--- config.mk ---
export PLATFORM = sky130hd
export DESIGN_NAME = tagged_fifo_flat
export DESIGN_NICKNAME = d
export VERILOG_FILES = /design/src/rtl/hevc_fifo_pkg.sv /design/src/rtl/tagged_fifo_if.sv /design/src/rtl/tagged_fifo_tag_queue.sv /design/src/rtl/tagged_fifo.sv /design/src/flat_wrapper.sv
export SDC_FILE = /design/constraint.sdc
export NUM_CORES = 1
export LEC_CHECK = 0
export CORE_UTILIZATION = 60
export CTS_BUF_LIST = sky130_fd_sc_hd__clkbuf_4
export DETAILED_ROUTE_END_ITERATION = 8
export PLACE_DENSITY = 0.85
export SLEW_MARGIN = 10
export SYNTH_ARGS = -nofsm -noshare
export SYNTH_HDL_FRONTEND = slang
export SYNTH_SLANG_ARGS = --single-unit
export TNS_END_PERCENT = 50
--- constraint.sdc ---
create_clock -name clk -period 3.7 [get_ports clk]
set_input_delay 0.37 -clock clk [delete_from_list [all_inputs] [get_ports clk]]
set_output_delay 0.37 -clock clk [all_outputs]
set_load 0.02 [all_outputs]
--- src/rtl/hevc_fifo_pkg.sv ---
// Shared parameters and entry layout for the tagged multi-flux FIFO.
package hevc_fifo_pkg;

    localparam int DEF_FLUX       = 2;
    localparam int DEF_DATA_WIDTH = 16;
    localparam int DEF_DEPTH      = 4;

    // Tag field is at least one bit wide so the entry layout never degenerates.
    function automatic int calcTagWidth(input int flux);
        return (flux > 1) ? $clog2(flux) : 1;
    endfunction

    function automatic int calcWidth(input int flux, input int dataWidth);
        return dataWidth + calcTagWidth(flux);
    endfunction

    localparam int DEF_TAG_WIDTH = calcTagWidth(DEF_FLUX);
    localparam int DEF_WIDTH     = calcWidth(DEF_FLUX, DEF_DATA_WIDTH);

    typedef struct packed {
        logic [DEF_TAG_WIDTH-1:0]  tag;
        logic [DEF_DATA_WIDTH-1:0] data;
    } entry_t;

endpackage

--- src/rtl/tagged_fifo_if.sv ---
// Producer write port and consumer read port of the tagged FIFO.
interface tagged_fifo_if
    import hevc_fifo_pkg::*;
#(
    parameter int FLUX       = DEF_FLUX,
    parameter int DATA_WIDTH = DEF_DATA_WIDTH
);
    localparam int WIDTH = calcWidth(FLUX, DATA_WIDTH);

    logic             write;
    logic [WIDTH-1:0] din;
    logic             full;
    logic [FLUX-1:0]  read;
    logic [FLUX-1:0]  empty;
    logic [WIDTH-1:0] dout;

    modport write_master (output write, output din, input full);
    modport write_slave  (input write, input din, output full);
    modport read_master  (output read, input empty, input dout);
    modport read_slave   (input read, output empty, output dout);

endinterface

--- src/rtl/tagged_fifo_tag_queue.sv ---
// One circular queue of a single flux: storage, pointers and occupancy count.
module tag_queue #(
    parameter int DATA_WIDTH = 16,
    parameter int DEPTH      = 4
) (
    input  logic                  clk,
    input  logic                  rst,
    input  logic                  push_i,
    input  logic [DATA_WIDTH-1:0] data_i,
    input  logic                  pop_i,
    output logic [DATA_WIDTH-1:0] head_o,
    output logic                  empty_o,
    output logic                  full_o
);
    localparam int PTR_W = (DEPTH > 1) ? $clog2(DEPTH) : 1;
    localparam int CNT_W = PTR_W + 1;

    logic [DATA_WIDTH-1:0] mem_q [DEPTH];
    logic [PTR_W-1:0]      rdPtr_q, rdPtr_d;
    logic [PTR_W-1:0]      wrPtr_q, wrPtr_d;
    logic [CNT_W-1:0]      count_q, count_d;
    logic                  doPush;
    logic                  doPop;

    assign empty_o = (count_q == '0);
    assign full_o  = (count_q == CNT_W'(DEPTH));
    assign head_o  = mem_q[rdPtr_q];
    assign doPush  = push_i && !full_o;
    assign doPop   = pop_i && !empty_o;

    // Pointers wrap naturally because DEPTH is a power of two.
    always_comb begin
        rdPtr_d = rdPtr_q;
        wrPtr_d = wrPtr_q;
        count_d = count_q;
        if (doPush) wrPtr_d = wrPtr_q + 1'b1;
        if (doPop)  rdPtr_d = rdPtr_q + 1'b1;
        if (doPush && !doPop) count_d = count_q + 1'b1;
        if (doPop && !doPush) count_d = count_q - 1'b1;
    end

    always_ff @(posedge clk or posedge rst) begin
        if (rst) begin
            rdPtr_q <= '0;
            wrPtr_q <= '0;
            count_q <= '0;
        end else begin
            rdPtr_q <= rdPtr_d;
            wrPtr_q <= wrPtr_d;
            count_q <= count_d;
        end
    end

    // Storage has no reset; the empty flag keeps stale slots hidden.
    always_ff @(posedge clk) begin
        if (doPush && !rst) mem_q[wrPtr_q] <= data_i;
    end

endmodule

--- src/rtl/tagged_fifo.sv ---
// Multi-flux FIFO: tag decode into per-flux queues, global full, highest-flux-first output.
module tagged_fifo
    import hevc_fifo_pkg::*;
#(
    parameter int FLUX       = DEF_FLUX,
    parameter int DATA_WIDTH = DEF_DATA_WIDTH,
    parameter int DEPTH      = DEF_DEPTH
) (
    input  logic                  clk,
    input  logic                  rst,
    tagged_fifo_if.write_slave    write_port,
    tagged_fifo_if.read_slave     read_port
);
    localparam int TAG_WIDTH = calcTagWidth(FLUX);
    localparam int WIDTH     = calcWidth(FLUX, DATA_WIDTH);

    logic [TAG_WIDTH-1:0]  wrTag;
    logic [DATA_WIDTH-1:0] wrData;
    logic [FLUX-1:0]       push;
    logic [FLUX-1:0]       qEmpty;
    logic [FLUX-1:0]       qFull;
    logic [DATA_WIDTH-1:0] headData [FLUX];
    logic                  anyFull;
    logic [TAG_WIDTH-1:0]  sel;
    logic [DATA_WIDTH-1:0] selData;
    logic                  found;

    assign wrTag   = write_port.din[WIDTH-1:DATA_WIDTH];
    assign wrData  = write_port.din[DATA_WIDTH-1:0];
    assign anyFull = |qFull;

    assign write_port.full = anyFull;
    assign read_port.empty = qEmpty;

    // A tag of FLUX or above matches no queue and is silently dropped.
    for (genvar gi = 0; gi < FLUX; gi++) begin : gQueue
        assign push[gi] = write_port.write && !anyFull && (wrTag == TAG_WIDTH'(gi));

        tag_queue #(
            .DATA_WIDTH (DATA_WIDTH),
            .DEPTH      (DEPTH)
        ) uQueue (
            .clk     (clk),
            .rst     (rst),
            .push_i  (push[gi]),
            .data_i  (wrData),
            .pop_i   (read_port.read[gi]),
            .head_o  (headData[gi]),
            .empty_o (qEmpty[gi]),
            .full_o  (qFull[gi])
        );
    end

    // Ascending scan so the highest non-empty flux wins.
    always_comb begin
        sel     = '0;
        selData = '0;
        found   = 1'b0;
        for (int i = 0; i < FLUX; i++) begin
            if (!qEmpty[i]) begin
                sel     = TAG_WIDTH'(i);
                selData = headData[i];
                found   = 1'b1;
            end
        end
        read_port.dout = found ? {sel, selData} : '0;
    end

endmodule

--- src/flat_wrapper.sv ---
// flat-port wrapper written by rule: the top's interface ports become plain ports
module tagged_fifo_flat import hevc_fifo_pkg::*;
#(
    parameter int FLUX       = DEF_FLUX,
    parameter int DATA_WIDTH = DEF_DATA_WIDTH,
    parameter int DEPTH      = DEF_DEPTH
)
  (clk, rst, write_port_write, write_port_din, write_port_full, read_port_read, read_port_empty, read_port_dout);
  tagged_fifo_if #(.FLUX(FLUX), .DATA_WIDTH(DATA_WIDTH)) write_port_i ();
  tagged_fifo_if #(.FLUX(FLUX), .DATA_WIDTH(DATA_WIDTH)) read_port_i ();
  input  logic clk;
  input  logic rst;
  input wire logic [$bits(write_port_i.write)-1:0] write_port_write;
  input wire logic [$bits(write_port_i.din)-1:0] write_port_din;
  output wire logic [$bits(write_port_i.full)-1:0] write_port_full;
  input wire logic [$bits(read_port_i.read)-1:0] read_port_read;
  output wire logic [$bits(read_port_i.empty)-1:0] read_port_empty;
  output wire logic [$bits(read_port_i.dout)-1:0] read_port_dout;
  assign write_port_i.write = write_port_write;
  assign write_port_i.din = write_port_din;
  assign write_port_full = write_port_i.full;
  assign read_port_i.read = read_port_read;
  assign read_port_empty = read_port_i.empty;
  assign read_port_dout = read_port_i.dout;
  tagged_fifo #(.FLUX(FLUX), .DATA_WIDTH(DATA_WIDTH), .DEPTH(DEPTH)) u_core (.clk(clk), .rst(rst), .write_port(write_port_i), .read_port(read_port_i));
endmodule
# Word level (Yosys, flattened, before mapping)
# Memory sizes are Yosys's and may differ from the RTL's.
# Index checks and enable logic that the tools add are counted.
totals:
  out_inout_bits: 20
  register_bits: 14
  elab_cells: 61
  n_memories: 2
  input_bits: 22
  mem_bits_rw: 128
classes:
  n_bitwise: 1
  n_mux: 14
  n_reduce_logical: 28
  addsub: 8
  n_eq_ne: 2
memory_table:
  columns: ["name", "words", "width", "rd", "rd_ports_with_merged_regs", "wr", "line_no", "text"]
  rows:
  - ["u_core.gQueue[0].uQueue.mem_q", 4, 16, 1, 0, 1, "tagged_fifo_tag_queue.sv:18", "logic [DATA_WIDTH-1:0] mem_q [DEPTH];"]
  - ["u_core.gQueue[1].uQueue.mem_q", 4, 16, 1, 0, 1, "tagged_fifo_tag_queue.sv:18", null]
op_table:
  columns: ["cell", "n"]
  rows:
  - ["2-to-1 mux 16 bit", 2]
  - ["2-to-1 mux 17 bit", 1]
  - ["logical AND 1 bit", 13]
  - ["2-to-1 mux 3 bit", 4]
  - ["logical NOT 1 bit", 10]
  - ["adder 2 x 1 -> 2 bit (second input constant)", 4]
  - ["2-to-1 mux 1 bit", 7]
  - ["adder 3 x 1 -> 3 bit (second input constant)", 2]
  - ["equality test 3 bit (second input constant)", 2]
  - ["logical NOT 3 bit", 2]
  - ["subtractor 3 x 1 -> 3 bit (second input constant)", 2]
  - ["nonzero test 2 bit", 2]
  - ["OR reduction 2 bit", 1]
  - ["NOT 1 bit", 1]

# Logic depth before layout (Yosys ltp)
# Gate-level depths: netlist of the first run.
depth:
  depth_word: 9
  ltp_mapped: 9
  ltp_nobuf: 9

# Cells and area by module
# Synthesis of the first run repeated with hierarchy kept, for this count alone.
unflattened:
  hier_cells: 268
  hier_area_um2: 5791.8
by_module_without_submodules:
  columns: ["module", "cells_per_inst", "instances", "area_per_inst_um2", "seq_area_each_um2"]
  rows:
  - ["tag_queue", 122, 2, 2787.7, 2097.0]
  - ["tagged_fifo", 24, 1, 216.5, 0.0]

# Least setup slack after synthesis of the first run
# OpenSTA, ideal clock, no wires.
synth_path:
  path_type: "reg-to-reg"
  start: "reg u_core.gQueue[0].uQueue.count_q[2]"
  end: "reg u_core.gQueue[0].uQueue.count_q[2]"
  stages_incl_launch_ff: 9
  required_time_ns: 3.575
  setup_ns: 0.125
  n_path_buf: 0
  arrival_time_ns: 1.978
  period_less_slack_ns: 2.104
  setup_slack_ns: 1.596
  cell_sequence: "dfrtp_1 -> nor3b_2 -> nor3_1 -> inv_1 -> ha_1 -> fa_1 -> xnor2_1 -> nor2_1 -> xor2_1"
synth_between:
  elab_chain_len: 9
  elab_cells_between_ends: 19
synth_rtl:
  columns: ["item", "line_no", "text"]
  rows:
  - ["start: declaration", "tagged_fifo_tag_queue.sv:21", "logic [CNT_W-1:0] count_q, count_d;"]
  - ["start signal: assignment", "tagged_fifo_tag_queue.sv:50", "count_q <= count_d;"]
  - ["equality test 3 bit", "tagged_fifo_tag_queue.sv:26", "assign full_o = (count_q == CNT_W'(DEPTH));"]
  - ["OR reduction 2 bit", "tagged_fifo.sv:30", "assign anyFull = |qFull;"]
  - ["logical NOT 1 bit", "tagged_fifo.sv:37", "assign push[gi] = write_port.write && !anyFull && (wrTag == TAG_WIDTH'(gi));"]
  - ["logical AND 1 bit (2 in a row)", "tagged_fifo.sv:37", null]
  - ["logical AND 1 bit", "tagged_fifo_tag_queue.sv:28", "assign doPush = push_i && !full_o;"]
  - ["logical NOT 1 bit", "tagged_fifo_tag_queue.sv:39", "if (doPop && !doPush) count_d = count_q - 1'b1;"]
  - ["logical AND 1 bit", "tagged_fifo_tag_queue.sv:39", null]
  - ["2-to-1 mux 3 bit / nonzero test 2 bit (equally long branches)", null, null]
# Parallel ways exist; a longest one is shown, timed or not. The select of a mux whose other input is x is not followed.
# A chain may end at the register's enable or synchronous reset.

# Worst setup path in the final report of the first run
layout_path:
  start: "reg u_core.gQueue[1].uQueue.rdPtr_q[0]"
  end: "out read_port_dout[8]"
layout_between:
  elab_chain_len: 3
layout_rtl:
  columns: ["item", "line_no", "text"]
  rows:
  - ["start: declaration", "tagged_fifo_tag_queue.sv:19", "logic [PTR_W-1:0] rdPtr_q, rdPtr_d;"]
  - ["start signal: assignment", "tagged_fifo_tag_queue.sv:48", "rdPtr_q <= rdPtr_d;"]
  - ["memory read (4 x 16 bit)", null, null]
  - ["2-to-1 mux 16 bit", "tagged_fifo.sv:60", "if (!qEmpty[i]) begin"]
  - ["2-to-1 mux 17 bit", "tagged_fifo.sv:66", "read_port.dout = found ? {sel, selData} : '0;"]
  - ["end: declaration", "flat_wrapper.sv:18", "output wire logic [$bits(read_port_i.dout)-1:0] read_port_dout;"]
# Every way passes these cells.

==> results of run 1 <==
[per-stage QoR]
step                      instance area [µm²]  utilization (%)  power [W]  worst slack [ns]  hold slack (ns)
after floorplan                          5790                -    0.00325              1.60            0.259
after global placement                   6280             67.6    0.00369             0.911            0.468
after detailed placement                 6280             67.6    0.00375             0.822            0.488
after CTS                                6610             71.2    0.00482             0.251            0.236
after global routing                     6610             71.2    0.00501             0.195            0.280
final                                    6610             71.2    0.00478             0.306            0.271
[state kept, by name, summed over array words and instances (netlist names)]
signal,flops
u_core.gQueue.uQueue.mem_q,128
u_core.gQueue.uQueue.wrPtr_q,4
u_core.gQueue.uQueue.count_q,6
u_core.gQueue.uQueue.rdPtr_q,4
[report_power, final]
part / switching, W / internal (W) / leakage (nW)
Sequential: 0.000253 / 0.00191 / 1.32
Clock: 0.000538 / 0.000545 / 0.168
Combinational: 0.000680 / 0.000849 / 0.809
Total: 0.00147 / 0.00331 / 2.30
[area by class of cell]
type                       instances  area (µm²)  share of cell area, %
clock inverter                    14         193                   2.92
inverter                          12        45.0                  0.682
tap                              129         161                   2.44
multi-input combinational        102        1430                   21.7
sequential                       142        4190                   63.5
clock buffer                      18         135                   2.05
timing repair buffer              46         448                   6.78
[per-layer routing]
| metal | vias to the layer above | part of all wire, % | routed length [µm] |
|---|---|---|---|
| li1 | 1214 | - | - |
| met4 | 0 | 0.78 | 76 |
| met1 | 1361 | 42 | 4110 |
| met2 | 117 | 49 | 4820 |
| met5 | - | 0 | 0 |
| met3 | 9 | 8.0 | 786 |
[cell usage after synthesis, drive strengths merged (4+ instances only)]
library cell,count,share of area (%)
xnor2,7,1.1
a22o,16,2.4
xor2,5,0.76
inv,12,0.78
ha,10,2.2
buf,12,2.0
edfxtp,128,66
dfrtp,14,6.0
nor2,4,0.39
mux4,32,14
and2,9,0.97
[path summary, 6_finish.rpt]
path / start / endpoint / depth (start not counted)
min in group clk: u_core.gQueue[1].uQueue.count_q[2] / u_core.gQueue[1].uQueue.count_q[2] / 1
max in group asynchronous: rst / u_core.gQueue[1].uQueue.rdPtr_q[0] / 2
max reg2reg: u_core.gQueue[1].uQueue.count_q[2] / u_core.gQueue[0].uQueue.mem_q[2][0] / 3
min reg2reg: u_core.gQueue[1].uQueue.count_q[2] / u_core.gQueue[1].uQueue.count_q[2] / 1
min: rst / u_core.gQueue[1].uQueue.wrPtr_q[0] / 2
max: u_core.gQueue[1].uQueue.rdPtr_q[0] / read_port_dout[8] / 4
[cell families after synthesis]
| group | after synthesis | synth area share (%) |
|---|---|---|
| flip-flops | 142 | 72.4 |
| multiplexers | 36 | 14.7 |
| buffers and inverters | 25 | 2.87 |
| AND/OR/NAND/NOR | 25 | 2.79 |
| AO/OA/AOI/OAI | 17 | 2.57 |
| XOR/XNOR | 12 | 1.81 |
| adder cells (fa/ha/maj) | 12 | 2.85 |
[critical path, stage by stage (launching register included)]
cell and delay, ns:
dfrtp_1 0.88, buf_4 0.31, mux4_2 0.53, a22o_1 0.26
clkdlybuf4s50_1 0.55
==> metrics.csv, run 1 <==
metric;value;unit
outcome;finished clean;
worst_pin_slew;0.956;ns
post_cts_buffers;0;
max_slew_margin;36.3;%
finalWirelength;9800;µm
grt_max_degree;22;
min_path_type;in -> async;
grt_overflow;0;
start_util;62.4;%
pin_count;42;
syn-num-nets;303;
nets;355;
cts_tree;built;
portBuffers;41;
grtUsageTotal;22.3;%
grt-busiest-layer;met2;
clockBufferDepth;2;
ys_warn_count;0;
final_cells;463;
place.gp.congestion;0.666;
antenna_found_initial;0;
place_inst;431;
synth-edff-count;128;
met3_usage;5.71;%
clk_pin_slew;0.12;ns
skew;0.0101;ns
syn2layout_area_growth;14.1;%
cap_violations;0;
grt_pass1_wl;15500;µm
row_count;35;
synth_ff_type;edfxtp_1;
remaining_drc_errors;0;
insertion_delay;0.50;ns
vias;2701;
core_region_area;9280;µm²
diodes;0;
worstPathArrival;3.02;ns
rsz0062_at_grt;false;
setup_viol;0;
maxSlewViolCount;0;
fin_crit_sh;91.7;%
worstSetupStartpointType;flop;
cp_max_fo;13;
vias_per_cell;5.83;
synth.ff_latch_count;142;
dp_hpwl;5960;µm
p_per_area;723;nW/µm²
syn-instance-count;269;
p_leak;2.30;nW
die_h;100;µm
cts_buffers;17;
yosysSeqAreaShare;72.4;%
fmax;0.295;GHz
endpoint_kind;output port;
cts_repair_resize_count;0;
fin_crit;3.39;ns
r2r_slack;1.35;ns
grt_pass1_vias;2825;
cts_sinks;142;
fillers;564;
synthArstFlopShare;9.86;%
root_buffer;clkbuf_4;
final_layout_size_suffix_gt1_share;15.3;%
synth.avg_cell_area;21.5;µm²
ant_nets;0;
crit_type;reg -> out;
use_met1;30.6;%
required;3.33;ns
first_iter_violations;204;
dr.pass1.iters;4;
final.setup.tns;0;ns
cts_htree_levels;4;
die_w;100;µm
synth_cell_types;30;
ir_drop;0.498;mV
layout_common_cells;128 x edfxtp_1, 41 x clkdlybuf4s50_1, 23 x mux4_1, 18 x clkbuf_4, 16 x a22o_1;
routedWlPerCell;21.2;µm
cts_hold_buf;0;
hold_viol;0;
grt_util_met2;35.0;%
layout_commonest_cell;edfxtp_1;
die_area;10100;µm²
syn_area;5790;µm²
Note: power is estimated with default switching activity, not from simulation.
==> inputs of run 2 (changes only) <==
Settings changed: CORE_MARGIN from default to 10.
==> metrics.csv, run 2 (same netlist as run 1, synthesis figures left out) <==
metric;value;unit
finalWirelength;10300;µm
finalInstanceArea;6600;µm²
vias_per_cell;5.82;
cts_repair_resize_count;0;
min_path_type;in -> async;
worst_pin_slew;0.929;ns
p_total;0.00477;W
layout_commonest_cell;edfxtp_1;
antenna_found_initial;0;
cts_hold_buf;0;
grt_max_degree;22;
layout_common_cells;128 x edfxtp_1, 41 x clkdlybuf4s50_1, 23 x mux4_1, 17 x clkbuf_4, 16 x a22o_1;
ant_nets;0;
cts_tree;built;
fin_crit_sh;88.6;%
fmax;0.305;GHz
reg_top3;u_core.gQueue.uQueue.mem_q x128, u_core.gQueue.uQueue.count_q x6;
start_util;62.1;%
whs;0.261;ns
required;3.33;ns
place.gp.congestion;0.716;
grtUsageTotal;15.6;%
die_w;118;µm
cap_violations;0;
final.setup.tns;0;ns
routedWlPerCell;22.2;µm
core_region_area;9330;µm²
largest_reg_flops;128;
hold_viol;0;
cts_buffers;17;
cts_sinks;142;
insertion_delay;0.52;ns
clockBufferDepth;2;
dpl_cell_area;6290;µm²
root_buffer;clkbuf_4;
clk_pin_slew;0.12;ns
setup_viol;0;
vias;2700;
p_leak;2.29;nW
pin_count;42;
worstPathArrival;2.91;ns
die_area;14000;µm²
grt_overflow;0;
cp_max_fo;21;
syn2layout_area_growth;14.0;%
outcome;finished clean;
first_iter_violations;214;
dr.pass1.iters;6;
endpoint_kind;output port;
portBuffers;41;
top_register;u_core.gQueue.uQueue.mem_q;
p_per_area;722;nW/µm²
rsz0062_at_grt;false;
max_slew_margin;38.1;%
diodes;0;
cts_htree_levels;4;
dp_hpwl;6410;µm
maxSlewViolCount;0;
grt_pass1_wl;16500;µm
skew;0.0131;ns
crit_type;reg -> out;
final_layout_size_suffix_gt1_share;15.2;%
worstSetupStartpointType;flop;
row_count;35;
fillers;573;
post_cts_buffers;0;
grt_pass1_vias;2864;
fin_crit;3.28;ns
ir_drop;0.408;mV
remaining_drc_errors;0;
die_h;118;µm
nets;356;
[run 2: cell types whose count changed in the layout (fill, tap and decap cells not counted), sizes merged]
cell / before / now
buf: 5 / 6
bufinv: 4 / 3
inv: 13 / 17
clkinv: 6 / 5
clkbuf: 18 / 17
clkinvlp: 3 / 2
[run 2: worst paths after layout]
path	start	end	slack [ns]	depth (start not counted)
setup / recovery	u_core.gQueue[1].uQueue.count_q[0]	read_port_dout[9]	0.42	4
hold / removal	rst	u_core.gQueue[1].uQueue.wrPtr_q[0]	0.26	2
setup reg to reg	u_core.gQueue[1].uQueue.count_q[2]	u_core.gQueue[0].uQueue.mem_q[3][5]	1.40	3
hold reg to reg	u_core.gQueue[1].uQueue.count_q[2]	u_core.gQueue[1].uQueue.count_q[2]	0.52	1
max in group asynchronous	rst	u_core.gQueue[1].uQueue.rdPtr_q[1]	3.05	2
min in group clk	read_port_read[1]	u_core.gQueue[1].uQueue.rdPtr_q[1]	0.51	3
[run 2: area by class of cell]
| type | instances | area [µm²] | area share (%) |
|---|---|---|---|
| Clock buffer | 17 | 128 | 1.93 |
| Clock inverter | 15 | 186 | 2.82 |
| Inverter | 12 | 45.0 | 0.682 |
| Multi-Input combinational cell | 102 | 1430 | 21.7 |
| Sequential cell | 142 | 4190 | 63.5 |
| Tap cell | 129 | 161 | 2.45 |
| Timing Repair Buffer | 47 | 455 | 6.90 |
[run 2: report_power, final]
part           internal (W)  leakage, nW  switching [W]
clock network      0.000481        0.163       0.000569
registers           0.00191         1.32       0.000192
logic              0.000853        0.813       0.000757
[run 2: critical path: stages (launching register included)]
cell,delay [ns]
dfrtp_1,0.46
or3_4,0.56
nor2_4,0.48
a22o_1,0.25
clkdlybuf4s50_1,0.62
[run 2: per-stage QoR]
stage	setup WS [ns]	std cells	utilization, %
finish	0.420	464	70.8
global route	0.276	464	70.8
CTS	0.378	464	70.8
detailed placement	1.00	432	67.4
global placement	1.08	432	67.4
floorplan	1.60	269	-
[run 2: routing by layer]
metal | vias up | GRT usage, % | part of all wire (%)
met1 | 1375 | 19.7 | 40
met5 | - | 0 | 0
met3 | 7 | 4.57 | 6.4
met2 | 99 | 25.4 | 52
li1 | 1219 | - | -
met4 | 0 | 4.95 | 0.77
==> inputs of run 3 (changes only) <==
Settings changed: CORE_UTILIZATION 60 to 50, PLACE_DENSITY 0.85 to 0.74.
Clock period 3.7 ns to 4.05 ns, I/O delays scaled along.
==> metrics.csv, run 3 (same netlist as run 1, synthesis figures left out) <==
metric;value;unit
outcome;finished clean;
dr.pass1.iters;4;
diodes;0;
fin_crit;3.36;ns
grt-busiest-layer;met2;
final.setup.tns;0;ns
fillers;876;
setup_viol;0;
r2r_slack;1.56;ns
endpoint_kind;output port;
grtUsageTotal;13.2;%
dpl_cell_area;6270;µm²
fmax;0.298;GHz
ant_nets;0;
finalInstanceArea;6540;µm²
top_register;u_core.gQueue.uQueue.mem_q;
grt_overflow;0;
grt_util_met2;21.4;%
final_layout_size_suffix_gt1_share;13.9;%
hold_viol;0;
pin_count;42;
vias_per_cell;5.53;
max_slew_margin;29.9;%
r2r_end;u_core.gQueue[0].uQueue.mem_q[3][9];
start_util;50.9;%
syn2layout_area_growth;12.9;%
ir_drop;0.374;mV
die_area;16300;µm²
post_cts_buffers;0;
layout_common_cells;128 x edfxtp_1, 41 x clkdlybuf4s50_1, 23 x mux4_1, 17 x clkbuf_4, 16 x a22o_1;
vias;2621;
rr_worst_depth;3;
cts_tree;built;
worstPathArrival;2.95;ns
die_w;128;µm
remaining_drc_errors;0;
r2r-start;u_core.gQueue[1].uQueue.count_q[2];
portBuffers;41;
worst_pin_slew;1.05;ns
rsz0062_at_grt;false;
cts_buffers;17;
reg_top3;u_core.gQueue.uQueue.mem_q x128, u_core.gQueue.uQueue.count_q x6;
row_count;39;
fin_crit_sh;82.9;%
cp_max_fo;13;
cts_hold_buf;0;
met3_usage;4.80;%
p_leak;2.25;nW
cap_violations;0;
place.gp.congestion;0.740;
antenna_found_initial;0;
crit_type;reg -> out;
cts_repair_resize_count;0;
root_buffer;clkbuf_4;
use_met1;16.5;%
insertion_delay;0.52;ns
grt_pass1_wl;16200;µm
cts_sinks;142;
p_per_area;645;nW/µm²
nets;352;
core_region_area;11400;µm²
first_iter_violations;220;
skew;0.0158;ns
required;3.64;ns
cts_htree_levels;4;
largest_reg_flops;128;
grt_pass1_vias;2882;
maxSlewViolCount;0;
min_path_type;in -> async;
grt_max_degree;22;
layout_commonest_cell;edfxtp_1;
die_h;128;µm
worstSetupStartpointType;flop;
routedWlPerCell;21.5;µm
p_total;0.00422;W
clockBufferDepth;2;
finalWirelength;10200;µm
clk_pin_slew;0.13;ns
dp_hpwl;6160;µm
run 3: cell types whose count changed in the layout (fill, tap and decap cells not counted), sizes merged:
cell      delta
buf          -4
clkinvlp     +1
clkinv       +1
bufinv       -2
run 3: worst max-delay path, cell delays in order, from the launching register on:
cell             delay [ns]
dfrtp_1                0.82
buf_4                  0.31
mux4_2                 0.52
a22o_1                 0.25
clkdlybuf4s50_1        0.54
run 3: worst max-delay path by stage:
stage	end	slack (ns)	from
finish	read_port_dout[15]	0.69	u_core.gQueue[1].uQueue.rdPtr_q[0]
global route	read_port_dout[15]	0.54	u_core.gQueue[1].uQueue.rdPtr_q[0]
CTS	read_port_dout[15]	0.64	u_core.gQueue[1].uQueue.rdPtr_q[0]
detailed placement	u_core.gQueue[0].uQueue.mem_q[0][1]	1.22	write_port_din[16]
global placement	read_port_dout[8]	1.27	u_core.gQueue[1].uQueue.rdPtr_q[0]
floorplan	u_core.gQueue[0].uQueue.count_q[2]	1.95	u_core.gQueue[0].uQueue.count_q[2]
run 3: area by class of cell:
class / instances / area [µm²] / area share [%]
inverter: 12 / 45.0 / 0.689
clock buffer: 17 / 128 / 1.95
tap: 143 / 179 / 2.74
sequential: 142 / 4190 / 64.1
multi-input combinational: 102 / 1430 / 21.9
timing repair buffer: 43 / 425 / 6.50
clock inverter: 15 / 138 / 2.10
run 3: through the flow:
step | hold slack, ns | utilization [%] | std cells | worst slack [ns]
2_1_floorplan | 0.294 | - | 269 | 1.95
3_3_place_gp | 0.469 | 55.2 | 442 | 1.27
3_5_place_dp | 0.478 | 55.2 | 442 | 1.22
4_1_cts | 0.276 | 57.5 | 474 | 0.644
5_1_grt | 0.292 | 57.5 | 474 | 0.539
6_report | 0.292 | 57.5 | 474 | 0.691
run 3: power breakdown:
part           internal [W]  switching [W]  total [W]
combinational      0.000776       0.000668    0.00144
clock              0.000313       0.000524   0.000837
sequential          0.00175       0.000186    0.00193
total               0.00284        0.00138    0.00422
run 3: layer usage:
layer	vias to the layer above	share of wire [%]
li1	1204	-
met1	1339	43
met2	71	50
met3	7	5.7
met4	0	0.70
met5	-	0
